--- src/rtl/fht_frame_loader_if.sv ---
// Handshake and RAM-side bus of the FHT frame loader.
// The master side is the loader; the slave side is the sample source, the source RAM and the target RAM.
interface fht_frame_loader_if #(
  parameter int unsigned ADC_WIDTH = 16,
  parameter int unsigned D_BIT     = 22,
  parameter int unsigned A_BIT     = 8,
  parameter int unsigned N_BANK    = 4
);
  logic                    iMODE;
  logic                    iSTART;
  logic                    iVALID;
  logic [ADC_WIDTH-1:0]    iADC_DATA;
  logic                    oREADY;
  logic [A_BIT-1:0]        oADDR_RD;
  logic [N_BANK*D_BIT-1:0] iDATA_RD;
  logic [N_BANK-1:0]       oWE;
  logic [A_BIT-1:0]        oADDR_WR;
  logic [D_BIT-1:0]        oDATA;
  logic                    oFHT_START;
  logic                    oBUSY;
  logic                    oDONE;

  modport master (
    input  iMODE, iSTART, iVALID, iADC_DATA, iDATA_RD,
    output oREADY, oADDR_RD, oWE, oADDR_WR, oDATA, oFHT_START, oBUSY, oDONE
  );

  modport slave (
    output iMODE, iSTART, iVALID, iADC_DATA, iDATA_RD,
    input  oREADY, oADDR_RD, oWE, oADDR_WR, oDATA, oFHT_START, oBUSY, oDONE
  );
endinterface

--- src/rtl/fht_frame_loader.sv ---
// Fills the banked FHT RAM from an ADC stream (LOAD), or copies a bit-reversed frame into
// natural order for the next stage (REORDER), then optionally starts the downstream FHT.
module fht_frame_loader #(
  parameter int unsigned ADC_WIDTH  = 16,
  parameter int unsigned D_BIT      = 22,
  parameter int unsigned A_BIT      = 8,
  parameter int unsigned N_BANK     = 4,
  parameter int unsigned RD_LAT     = 2,
  parameter bit          AUTO_START = 1'b1
) (
  input logic                iCLK,
  input logic                iRESET,
  fht_frame_loader_if.master bus_io
);

  localparam int unsigned BW   = (N_BANK > 1) ? $clog2(N_BANK) : 1;
  localparam int unsigned LW   = $clog2(RD_LAT + 1);
  localparam int unsigned FRAC = D_BIT - ADC_WIDTH;

  localparam logic [BW-1:0]    BLast = BW'(N_BANK - 1);
  localparam logic [A_BIT-1:0] JLast = '1;
  localparam logic [LW-1:0]    LLast = LW'(RD_LAT - 1);

  localparam logic [2:0] StIdle    = 3'd0;
  localparam logic [2:0] StLoad    = 3'd1;
  localparam logic [2:0] StRdIssue = 3'd2;
  localparam logic [2:0] StRdWait  = 3'd3;
  localparam logic [2:0] StWr      = 3'd4;
  localparam logic [2:0] StFin     = 3'd5;

  logic [2:0]        state_q, state_d;
  logic [A_BIT-1:0]  j_q, j_d;
  logic [BW-1:0]     b_q, b_d;
  logic [LW-1:0]     lat_q, lat_d;
  logic [N_BANK-1:0] ld_we_q, ld_we_d;
  logic [A_BIT-1:0]  ld_addr_q, ld_addr_d;
  logic [D_BIT-1:0]  ld_data_q, ld_data_d;
  logic [D_BIT-1:0]  row_q [N_BANK];
  logic [N_BANK-1:0] b_onehot;
  logic              accept;
  logic              latch;

  function automatic logic [A_BIT-1:0] bitrev(input logic [A_BIT-1:0] v);
    logic [A_BIT-1:0] r;
    for (int i = 0; i < int'(A_BIT); i++) begin
      r[i] = v[A_BIT-1-i];
    end
    return r;
  endfunction

  assign b_onehot = N_BANK'(1) << b_q;
  assign accept   = (state_q == StLoad) && bus_io.iVALID;

  always_comb begin
    state_d = state_q;
    j_d     = j_q;
    b_d     = b_q;
    lat_d   = lat_q;
    latch   = 1'b0;
    case (state_q)
      StIdle: begin
        if (bus_io.iSTART) begin
          j_d     = '0;
          b_d     = '0;
          state_d = bus_io.iMODE ? StRdIssue : StLoad;
        end
      end
      StLoad: begin
        if (accept) begin
          if (b_q == BLast) begin
            b_d = '0;
            j_d = j_q + 1'b1;
            if (j_q == JLast) state_d = StFin;
          end else begin
            b_d = b_q + 1'b1;
          end
        end
      end
      StRdIssue: begin
        lat_d   = '0;
        state_d = StRdWait;
      end
      StRdWait: begin
        if (lat_q == LLast) begin
          latch   = 1'b1;
          b_d     = '0;
          state_d = StWr;
        end else begin
          lat_d = lat_q + 1'b1;
        end
      end
      StWr: begin
        if (b_q == BLast) begin
          b_d = '0;
          if (j_q == JLast) begin
            state_d = StFin;
          end else begin
            j_d     = j_q + 1'b1;
            state_d = StRdIssue;
          end
        end else begin
          b_d = b_q + 1'b1;
        end
      end
      StFin:   state_d = StIdle;
      default: state_d = StIdle;
    endcase
  end

  // LOAD writes are registered one cycle behind acceptance, so the last one lands in StFin.
  always_comb begin
    ld_we_d   = accept ? b_onehot : '0;
    ld_addr_d = accept ? j_q : ld_addr_q;
    ld_data_d = accept ? (D_BIT'(bus_io.iADC_DATA) << FRAC) : ld_data_q;
  end

  always_ff @(posedge iCLK) begin
    if (iRESET) begin
      state_q   <= StIdle;
      j_q       <= '0;
      b_q       <= '0;
      lat_q     <= '0;
      ld_we_q   <= '0;
      ld_addr_q <= '0;
      ld_data_q <= '0;
    end else begin
      state_q   <= state_d;
      j_q       <= j_d;
      b_q       <= b_d;
      lat_q     <= lat_d;
      ld_we_q   <= ld_we_d;
      ld_addr_q <= ld_addr_d;
      ld_data_q <= ld_data_d;
    end
  end

  always_ff @(posedge iCLK) begin
    if (latch) begin
      for (int k = 0; k < int'(N_BANK); k++) begin
        row_q[k] <= bus_io.iDATA_RD[k*D_BIT +: D_BIT];
      end
    end
  end

  assign bus_io.oREADY     = (state_q == StLoad);
  assign bus_io.oADDR_RD   = (state_q == StRdIssue) ? bitrev(j_q) : '0;
  assign bus_io.oWE        = (state_q == StWr) ? b_onehot : ld_we_q;
  assign bus_io.oADDR_WR   = (state_q == StWr) ? j_q : ld_addr_q;
  assign bus_io.oDATA      = (state_q == StWr) ? row_q[b_q] : ld_data_q;
  assign bus_io.oDONE      = (state_q == StFin);
  assign bus_io.oFHT_START = (state_q == StFin) && AUTO_START;
  assign bus_io.oBUSY      = (state_q != StIdle);

endmodule

--- src/flat_wrapper.sv ---
// flat-port wrapper written by rule: the top's interface ports become plain ports
module fht_frame_loader_flat 
#(
  parameter int unsigned ADC_WIDTH  = 16,
  parameter int unsigned D_BIT      = 22,
  parameter int unsigned A_BIT      = 8,
  parameter int unsigned N_BANK     = 4,
  parameter int unsigned RD_LAT     = 2,
  parameter bit          AUTO_START = 1'b1
)
  (iCLK, iRESET, bus_io_iMODE, bus_io_iSTART, bus_io_iVALID, bus_io_iADC_DATA, bus_io_iDATA_RD, bus_io_oREADY, bus_io_oADDR_RD, bus_io_oWE, bus_io_oADDR_WR, bus_io_oDATA, bus_io_oFHT_START, bus_io_oBUSY, bus_io_oDONE);
  fht_frame_loader_if #(.ADC_WIDTH(ADC_WIDTH), .D_BIT(D_BIT), .A_BIT(A_BIT), .N_BANK(N_BANK)) bus_io_i ();
  input logic iCLK;
  input logic iRESET;
  input wire logic [$bits(bus_io_i.iMODE)-1:0] bus_io_iMODE;
  input wire logic [$bits(bus_io_i.iSTART)-1:0] bus_io_iSTART;
  input wire logic [$bits(bus_io_i.iVALID)-1:0] bus_io_iVALID;
  input wire logic [$bits(bus_io_i.iADC_DATA)-1:0] bus_io_iADC_DATA;
  input wire logic [$bits(bus_io_i.iDATA_RD)-1:0] bus_io_iDATA_RD;
  output wire logic [$bits(bus_io_i.oREADY)-1:0] bus_io_oREADY;
  output wire logic [$bits(bus_io_i.oADDR_RD)-1:0] bus_io_oADDR_RD;
  output wire logic [$bits(bus_io_i.oWE)-1:0] bus_io_oWE;
  output wire logic [$bits(bus_io_i.oADDR_WR)-1:0] bus_io_oADDR_WR;
  output wire logic [$bits(bus_io_i.oDATA)-1:0] bus_io_oDATA;
  output wire logic [$bits(bus_io_i.oFHT_START)-1:0] bus_io_oFHT_START;
  output wire logic [$bits(bus_io_i.oBUSY)-1:0] bus_io_oBUSY;
  output wire logic [$bits(bus_io_i.oDONE)-1:0] bus_io_oDONE;
  assign bus_io_i.iMODE = bus_io_iMODE;
  assign bus_io_i.iSTART = bus_io_iSTART;
  assign bus_io_i.iVALID = bus_io_iVALID;
  assign bus_io_i.iADC_DATA = bus_io_iADC_DATA;
  assign bus_io_i.iDATA_RD = bus_io_iDATA_RD;
  assign bus_io_oREADY = bus_io_i.oREADY;
  assign bus_io_oADDR_RD = bus_io_i.oADDR_RD;
  assign bus_io_oWE = bus_io_i.oWE;
  assign bus_io_oADDR_WR = bus_io_i.oADDR_WR;
  assign bus_io_oDATA = bus_io_i.oDATA;
  assign bus_io_oFHT_START = bus_io_i.oFHT_START;
  assign bus_io_oBUSY = bus_io_i.oBUSY;
  assign bus_io_oDONE = bus_io_i.oDONE;
  fht_frame_loader #(.ADC_WIDTH(ADC_WIDTH), .D_BIT(D_BIT), .A_BIT(A_BIT), .N_BANK(N_BANK), .RD_LAT(RD_LAT), .AUTO_START(AUTO_START)) u_core (.iCLK(iCLK), .iRESET(iRESET), .bus_io(bus_io_i));
endmodule
--- config.mk ---
export PLATFORM = sky130hd
export DESIGN_NAME = fht_frame_loader_flat
export DESIGN_NICKNAME = d
export VERILOG_FILES = /design/src/rtl/fht_frame_loader_if.sv /design/src/rtl/fht_frame_loader.sv /design/src/flat_wrapper.sv
export SDC_FILE = /design/constraint.sdc
export NUM_CORES = 1
export LEC_CHECK = 0
export ABC_AREA = 0
export CORE_MARGIN = 2
export CORE_UTILIZATION = 30
export DETAILED_ROUTE_END_ITERATION = 12
export PLACE_DENSITY = 0.6
export SETUP_SLACK_MARGIN = 0.2
export SYNTH_ARGS = -nofsm -noshare
export SYNTH_HDL_FRONTEND = slang
export SYNTH_SLANG_ARGS = --single-unit
--- constraint.sdc ---
create_clock -name iCLK -period 4.7 [get_ports iCLK]
set_input_delay 1.175 -clock iCLK [delete_from_list [all_inputs] [get_ports iCLK]]
set_output_delay 1.175 -clock iCLK [all_outputs]
set_load 0.03 [all_outputs]
* Word-level counts from Yosys, hierarchy flattened
Memory sizes are Yosys's and may differ from the RTL's. A register that Yosys moved wholly into a read port is not among the register bits.
Index checks and enable logic that the tools add are counted.
** Word-level totals
- Input port bits :: 109
- Output and inout bits :: 46
- RAM bits :: 88
- Memories :: 1
- Word-level logic and storage cells :: 72
- Flip-flop bits (word level) :: 43
** Memory list
- u_core.row_q :: depth 4, bits a word 22, read ports 1, clocked after Yosys merged registers in 1, write ports 4, RTL line fht_frame_loader.sv:38 : logic [D_BIT-1:0] row_q [N_BANK];
** Operators by class
- Add/subtract/negate cells :: 3
- Muxes and demuxes :: 32
- Eq/ne operators :: 16
- Shift-type cells :: 1
- Bitwise gates (word level) :: 1
- Reductions and logical operators :: 11
** Operator list (count)
- 8-bit 2-to-1 mux :: 7
- 8-bit case mux with 3 select lines :: 1
- 22-bit 2-to-1 mux :: 1
- 3-bit 2-to-1 mux :: 7
- 2-bit 2-to-1 mux :: 8
- 3-bit case mux with 5 select lines :: 1
- 6-bit AND reduction :: 2
- 2-bit by 1-bit != test with 1-bit output, second input constant :: 5
- 8-bit by 1-bit adder with 8-bit output, second input constant :: 1
- 8-bit equality test, second input constant :: 1
- 2-bit case mux with 4 select lines :: 1
- 3-bit by 2-bit equality test with 1-bit output, second input constant :: 2
- 3-bit equality test, second input constant :: 2
- 2-bit != test, second input constant :: 3
- 3-bit nonzero test :: 2
- 2-bit by 1-bit adder with 2-bit output, second input constant :: 2
- 1-bit 2-to-1 mux :: 4
- 4-bit 2-to-1 mux :: 1
- 2-bit case mux with 2 select lines :: 1
- 4-bit AND reduction :: 1
- 4-bit nonzero test :: 1
- 1-bit by 2-bit << shifter with 4-bit output, first input constant :: 1
- 3-bit by 1-bit equality test with 1-bit output, second input constant :: 1
- 3-bit zero test :: 1
- 7 further kinds :: 7

* Depth between registers and ports, before layout
Gate-level depths: netlist of run 1.
- Word-level depth :: 6
- Mapped depth :: 7
- Gate-level depth less buffers :: 6

* Worst setup path before layout of run 1
OpenSTA, ideal clock, no wires.
- Path kind :: register to register
- Start point :: reg u_core.state_q[1]
- End point :: mem u_core.row_q[0][0] (enable)
- Setup slack :: -0.333 ns
- Stages on the path, launching flop included :: 5
- Period minus slack after synthesis :: 5.033 ns
- Library setup time :: 0.535 ns
- Buffers on the path :: 2
- Arrival time :: 4.498 ns
- Required time :: 4.165 ns
- Cells stage by stage :: dfxtp_1 > buf_2 > clkbuf_1 > nand2_1 > nor2_1
** RTL lines
- start, declared :: RTL line fht_frame_loader.sv:31 : logic [2:0] state_q, state_d;
- start signal, assigned :: RTL line fht_frame_loader.sv:119 : state_q <= StIdle;
- start signal, assigned :: RTL line fht_frame_loader.sv:127 : state_q <= state_d;
- end, declared :: RTL line fht_frame_loader.sv:38

* Final worst setup path of run 1
- Start point :: reg u_core.state_q[2]
- End point :: out bus_io_oDATA[18]
** On the way
- Word-level cells in the longest chain between the ends :: 2
** RTL lines
- 3-bit equality test :: RTL line fht_frame_loader.sv:149 : assign bus_io.oDATA = (state_q == StWr) ? row_q[b_q] : ld_data_q;
- 22-bit 2-to-1 mux :: RTL line fht_frame_loader.sv:149
- end, declared :: RTL line flat_wrapper.sv:24 : output wire logic [$bits(bus_io_i.oDATA)-1:0] bus_io_oDATA;
Every way passes these cells.

==> summary.txt, run 1 <==
Status: finished, final reports clean
# H-tree levels: 4
Core footprint: 18100 µm²
RePlAce Congestion: 0.731
Cells after synthesis: 409
Post-route insts no fill: 803
Number of setup buffers added after CTS: 0
Hold_sp: u_core.ld_data_q[14]
Clock period minus worst slack: 3.94 ns
Crit Path Max Fanout: 39
CTS tree: yes
Worst vdd ir: 0.252 mV
Antenna diode count: 0
Worst Hold Class: register to register
Die width: 141 µm
Detailed-route DRC error count: 0
Maximum clock rate: 254 MHz
Leak: 2.65 nW
Post-DRT Antenna Nets: 0
Final net count: 676
PortBufs: 154
# hold bufs at CTS: 0
Power density cells: 412 nW/µm²
Syn Nets: 524
FP Rows: 49
WL/cell: 16.6 µm
Post-Route Setup TNS: 0 ns
Yosys reg bits: 133
RSZ-0062 raised after global routing: false
Vias: 3849
Multi-input logic area: 1920 µm²
Starting density of the core: 30.8%
Clock skew: 0.0177 ns
Final setup vio count: 0
Grt ovf: 0
1st-pass router iterations: 5
Fin util: 43.7%
Area grow syn2layout: 41.5%
GRT Total Usage: 13.9%
Post_cts resized: 0
R2r setup slk: 2.30 ns
Max Cap Viol: 0
Detailed Route WL: 13300 µm
Worst reg-to-reg path cell count: 4
Clock buffer depth: 2
Worst r2r dst: u_core.state_q[0]
Filler cells: 1664
Register area: 3540 µm²
CP required: 3.52 ns
Post-synthesis sequential area ratio: 63.3%
Largest net degree at the start of global routing: 89
First-pass GRT wire length: 21000 µm
Clk sinks: 133
Clock Latency Late Sink: 0.42 ns
Iter 0 DRT Violations: 255
Root Buffer: clkbuf_16
Final Hold Vio Count: 0
Fin crit share: 83.9%
Number of global-route vias before repair: 4067
Worst R2R Start: u_core.state_q[2]
Synth unique cells: 46
Clock transition at path regs: 0.06 ns
Fraction of registers with async set or reset after synthesis: 0%
Slew margin rel.: 26.2%
Most frequent cells in the layout: clkdlybuf4s50_1 (154), edfxtp_1 (88), nand2_1 (58), dfxtp_1 (44), a21oi_1 (28)
Die Ht: 141 µm
Count of warnings emitted by yosys: 0
Synth Cell Area: 5600 µm²
CP Data Arrival Time: 2.77 ns
Main synth FF type: edfxtp_1
Avg Cell Area, Syn: 13.7 µm²
Post-Place Cells: 771
Count of pins over their slew limit: 0
Worst Hold Depth: 2
Most common cell after layout, fill and taps aside: clkdlybuf4s50_1
Worst setup SP type: register
Initial antenna violation count: 0
Setup Crit Path Kind: register to output pin
Worst slew pin tran: 1.11 ns
CTS Buf Count: 17
Hpwl dp: 9280 µm
Share of cells above drive strength 1: 15.9%
Post-synth EDFFs: 88
Setup slack at placement: 1.13 ns
Vias/cell: 4.79
Setup crit end kind: output pin
Setup WS post-layout: 0.759 ns
Total die area: 19800 µm²
IO Pins: 155
Hold path endpoint: u_core.ld_data_q[14]
how the worst max path moves through the flow:
stage	to	startpoint	cells past startpoint	slack (ns)
global placement	bus_io_oDATA[2]	register	4	1.14
floorplan	u_core.row_q[0][0]	u_core.state_q[1]	4	1.14
detailed placement	bus_io_oDATA[1]	register	4	1.13
CTS	bus_io_oDATA[1]	register	4	0.68
finish	bus_io_oDATA[18]	u_core.state_q[2]	3	0.76
global route	bus_io_oADDR_WR[5]	u_core.state_q[2]	3	0.59
critical path: stages (launching register included):
cell	delay [ns]
dfxtp_1	0.63
or3b_4	0.70
mux2_2	0.33
clkdlybuf4s50_1	0.68
per-stage QoR:
step | power (mW) | cell area (µm²) | hold WS [ns]
finish | 3.27 | 7920 | 0.455
global route | 3.40 | 7920 | 0.472
CTS | 3.31 | 7920 | 0.456
detailed placement | 2.02 | 7360 | 0.448
global placement | 2.01 | 7360 | 0.439
floorplan | 1.76 | 5600 | 0.433
metal layers:
layer	GRT usage, %	vias up	share of wire, %
li1	-	1843	-
met1	16.2	1852	42
met2	23.6	140	50
met3	4.96	14	7.1
met4	5.21	0	1.3
met5	0	-	0
cells in the mapped netlist (2+ instances only):
cell	number	share of area, %
mux4_2	22	8.9
nand4_1	4	0.45
nand2_1	58	3.9
a21oi_1	28	2.5
and2_1	9	1.0
o211ai_1	6	0.80
mux2_2	27	5.4
nand2b_1	5	0.56
buf_2	11	0.98
clkbuf_1	13	0.87
nor3b_1	2	0.27
buf_4	2	0.27
mux2i_1	4	0.72
nor3_1	5	0.45
nor2b_1	7	0.78
ha_1	6	1.3
and3_1	8	0.89
nand3_1	6	0.54
dfxtp_1	45	16
a31oi_1	4	0.45
a311oi_1	2	0.31
or3_1	4	0.45
inv_1	6	0.40
o21ai_0	5	0.45
a41oi_1	3	0.47
nor2_1	10	0.67
edfxtp_1	88	47
registers in the layout, indices dropped and copies added, names as in the netlist, named ones only:
signal            cells
u_core.ld_we_q        4
u_core.ld_addr_q      8
u_core.ld_data_q     16
u_core.b_q            2
u_core.state_q        3
u_core.j_q            8
u_core.row_q         88
u_core.lat_q          2
final cells by class:
cell class / count / share of cell area (%)
repair buffers: 160 / 20.0
flip-flops and latches: 133 / 44.7
multi-input cells: 243 / 24.2
well taps: 229 / 3.62
clock inverters: 13 / 1.67
clock buffers: 19 / 5.46
inverters: 6 / 0.284
report_power, final:
part           switching, mW  internal, mW  leakage [nW]
Sequential            0.0589          1.28          1.16
Combinational          0.328         0.327          1.23
Clock                  0.496         0.778         0.271
Total                  0.883          2.38          2.65
logic make-up after synthesis:
kind of cell	Yosys count	synth area share, %
buf+inv	33	2.59
xor+xnor	1	0.156
mux	53	15.0
fa+ha+maj	6	1.34
flops	133	63.3
simple gates	125	11.1
compound gates	58	6.53
(Power assumes the default switching activity.)
==> run 2: changes to the inputs <==
PLACE_DENSITY = 0.58   (was 0.6)
clock period = 3.86 ns   (was 4.7 ns; I/O delays follow)
==> run 2 against run 1 <==
  * Via count increased by 0.57%
  * Clock skew decreased by 0.0069 ns
  * Sequential share of layout area decreased by 0.29 points
  * Worst setup slack got worse by 0.37 ns
  * Critical path depth unchanged
  * Routed wire length increased by 6.6%
  * Largest cell class unchanged
  * Largest power group unchanged
==> summary.txt, run 2 (synthesized netlist as in run 1, its figures left out) <==
Post-Place Cells: 773 (+0.26%)
Largest net degree at the start of global routing: 61 (-31%)
1st-pass router iterations: 5 (unchanged)
Final net count: 679 (+0.44%)
Number of global-route vias before repair: 4037 (-0.74%)
Setup WS post-layout: 0.388 ns (-0.370 ns)
Crit Path Max Fanout: 20 (-49%)
Final Hold Vio Count: 0 (unchanged)
Leak: 2.67 nW (+0.72%)
Setup crit end kind: output pin
Iter 0 DRT Violations: 283 (+11%)
Count of pins over their slew limit: 0 (unchanged)
Regs by FF count: u_core.row_q: 88 flops, u_core.ld_data_q: 16 flops
Worst Hold Class: register to register
First-pass GRT wire length: 22400 µm (+6.7%)
Number of flip-flops in the largest register: 88 (unchanged)
Setup Crit Path Kind: register to output pin
CP required: 2.89 ns (-0.63 ns)
WL/cell: 17.6 µm (+6.2%)
Clk sinks: 133 (unchanged)
Power density cells: 499 nW/µm² (+21%)
RePlAce Congestion: 0.771 (+5.5%)
CTS tree: yes
R2r setup slk: 1.54 ns (-0.76 ns)
Status: finished, final reports clean
Clock transition at path regs: 0.06 ns (about the same)
Vias/cell: 4.80 (+0.20%)
Fin crit share: 89.9%
Hpwl dp: 9960 µm (+7.3%)
Clock period minus worst slack: 3.47 ns
Max Cap Viol: 0 (unchanged)
IO Pins: 155 (unchanged)
Total die area: 19800 µm² (unchanged)
PortBufs: 154 (unchanged)
Most common cell after layout, fill and taps aside: clkdlybuf4s50_1
Setup slack at placement: 0.555 ns (-0.575 ns)
Slowest stage cell, crit path: clkdlybuf4s50_1
Die Ht: 141 µm (unchanged)
Area grow syn2layout: 42.6%
CTS Buf Count: 17 (unchanged)
Die width: 141 µm (unchanged)
Clock buffer depth: 2 (unchanged)
CP bufs+invs: 1 (unchanged)
Worst slew pin tran: 1.05 ns (-0.0596 ns)
Slew margin rel.: 30.0% (+3.8 points)
Maximum clock rate: 288 MHz
Most frequent cells in the layout: clkdlybuf4s50_1 (154), edfxtp_1 (88), nand2_1 (58), dfxtp_1 (42), a21oi_1 (28)
# H-tree levels: 4 (unchanged)
RSZ-0062 raised after global routing: false
Post-DRT Antenna Nets: 0 (unchanged)
Number of setup buffers added after CTS: 0 (unchanged)
Detailed Route WL: 14200 µm (+6.6%)
Detailed-route DRC error count: 0 (unchanged)
Fin util: 44.0% (+0.34 points)
Grt ovf: 0 (unchanged)
FP Rows: 49 (unchanged)
Vias: 3871 (+0.57%)
CP Data Arrival Time: 2.51 ns (-0.26 ns)
Worst setup SP type: register
Starting density of the core: 30.8% (unchanged)
Worst path cell trace: or3b_4 > mux2_2 > clkdlybuf4s50_1
Clock skew: 0.0108 ns (-0.00692 ns)
Worst vdd ir: 0.313 mV (+24%)
GRT Total Usage: 14.9% (+0.97 points)
Final setup vio count: 0 (unchanged)
Root Buffer: clkbuf_16
Critical path's top delay family: buffers and inverters
Initial antenna violation count: 1 (+1)
Core footprint: 18100 µm² (unchanged)
Clock Latency Late Sink: 0.41 ns (about the same)
Antenna diode count: 0 (unchanged)
Share of cells above drive strength 1: 16.8% (+0.96 points)
Post-route insts no fill: 806 (+0.37%)
Post-Route Setup TNS: 0 ns (unchanged)
Largest stage delay, worst path: 0.68 ns (-0.02 ns)
Biggest register: u_core.row_q
[run 2: final timing paths]
path	startpoint	to	depth (start not counted)
worst min register to register	u_core.ld_data_q[9]	u_core.ld_data_q[9]	2
worst max-delay path	u_core.state_q[2]	bus_io_oDATA[10]	3
worst max register to register	u_core.lat_q[0]	u_core.row_q[1][5]	4
worst min-delay path	u_core.ld_data_q[9]	u_core.ld_data_q[9]	2
[run 2: what timing repair did]
action / CTS / global route
gates resized for setup: 2 / 2
setup endpoints to repair: 30 / 27
hold buffers: 0 / 0
pin swaps: 1 / 0
cloned: 1 / 0
endpoints found under the hold margin: 0 / 0
[run 2: stage by stage]
step | power, mW | hold slack (ns) | cell area [µm²]
finish | 3.99 | 0.450 | 7990
global route | 4.18 | 0.484 | 7990
CTS | 4.05 | 0.455 | 7980
detailed placement | 2.49 | 0.445 | 7410
global placement | 2.47 | 0.439 | 7410
floorplan | 2.14 | 0.433 | 5600
[run 2: area by class of cell]
type | instances | area [µm²]
clock inverters | 13 | 126
repair buffers | 162 | 1640
clock buffers | 19 | 433
fillers | 1641 | 10200
flip-flops and latches | 133 | 3550
inverters | 6 | 22.5
multi-input cells | 244 | 1930
well taps | 229 | 287
[run 2: layer usage]
| layer | share of wire [%] | GRT usage, % |
|---|---|---|
| met1 | 44 | 19.2 |
| met2 | 49 | 23.5 |
| met3 | 6.2 | 5.50 |
| met4 | 0.94 | 4.32 |
| met5 | 0 | 0 |
[run 2: worst reg2reg max path: stages (launching register included)]
cell     delay [ns]
dfxtp_1        0.38
ha_1           0.31
nand2_1        0.16
nor2_4         0.70
buf_12         0.39
[run 2: power breakdown]
part | internal (mW) | switching [mW]
Combinational | 0.414 | 0.421
Clock | 0.896 | 0.631
Sequential | 1.56 | 0.0639
Total | 2.87 | 1.12
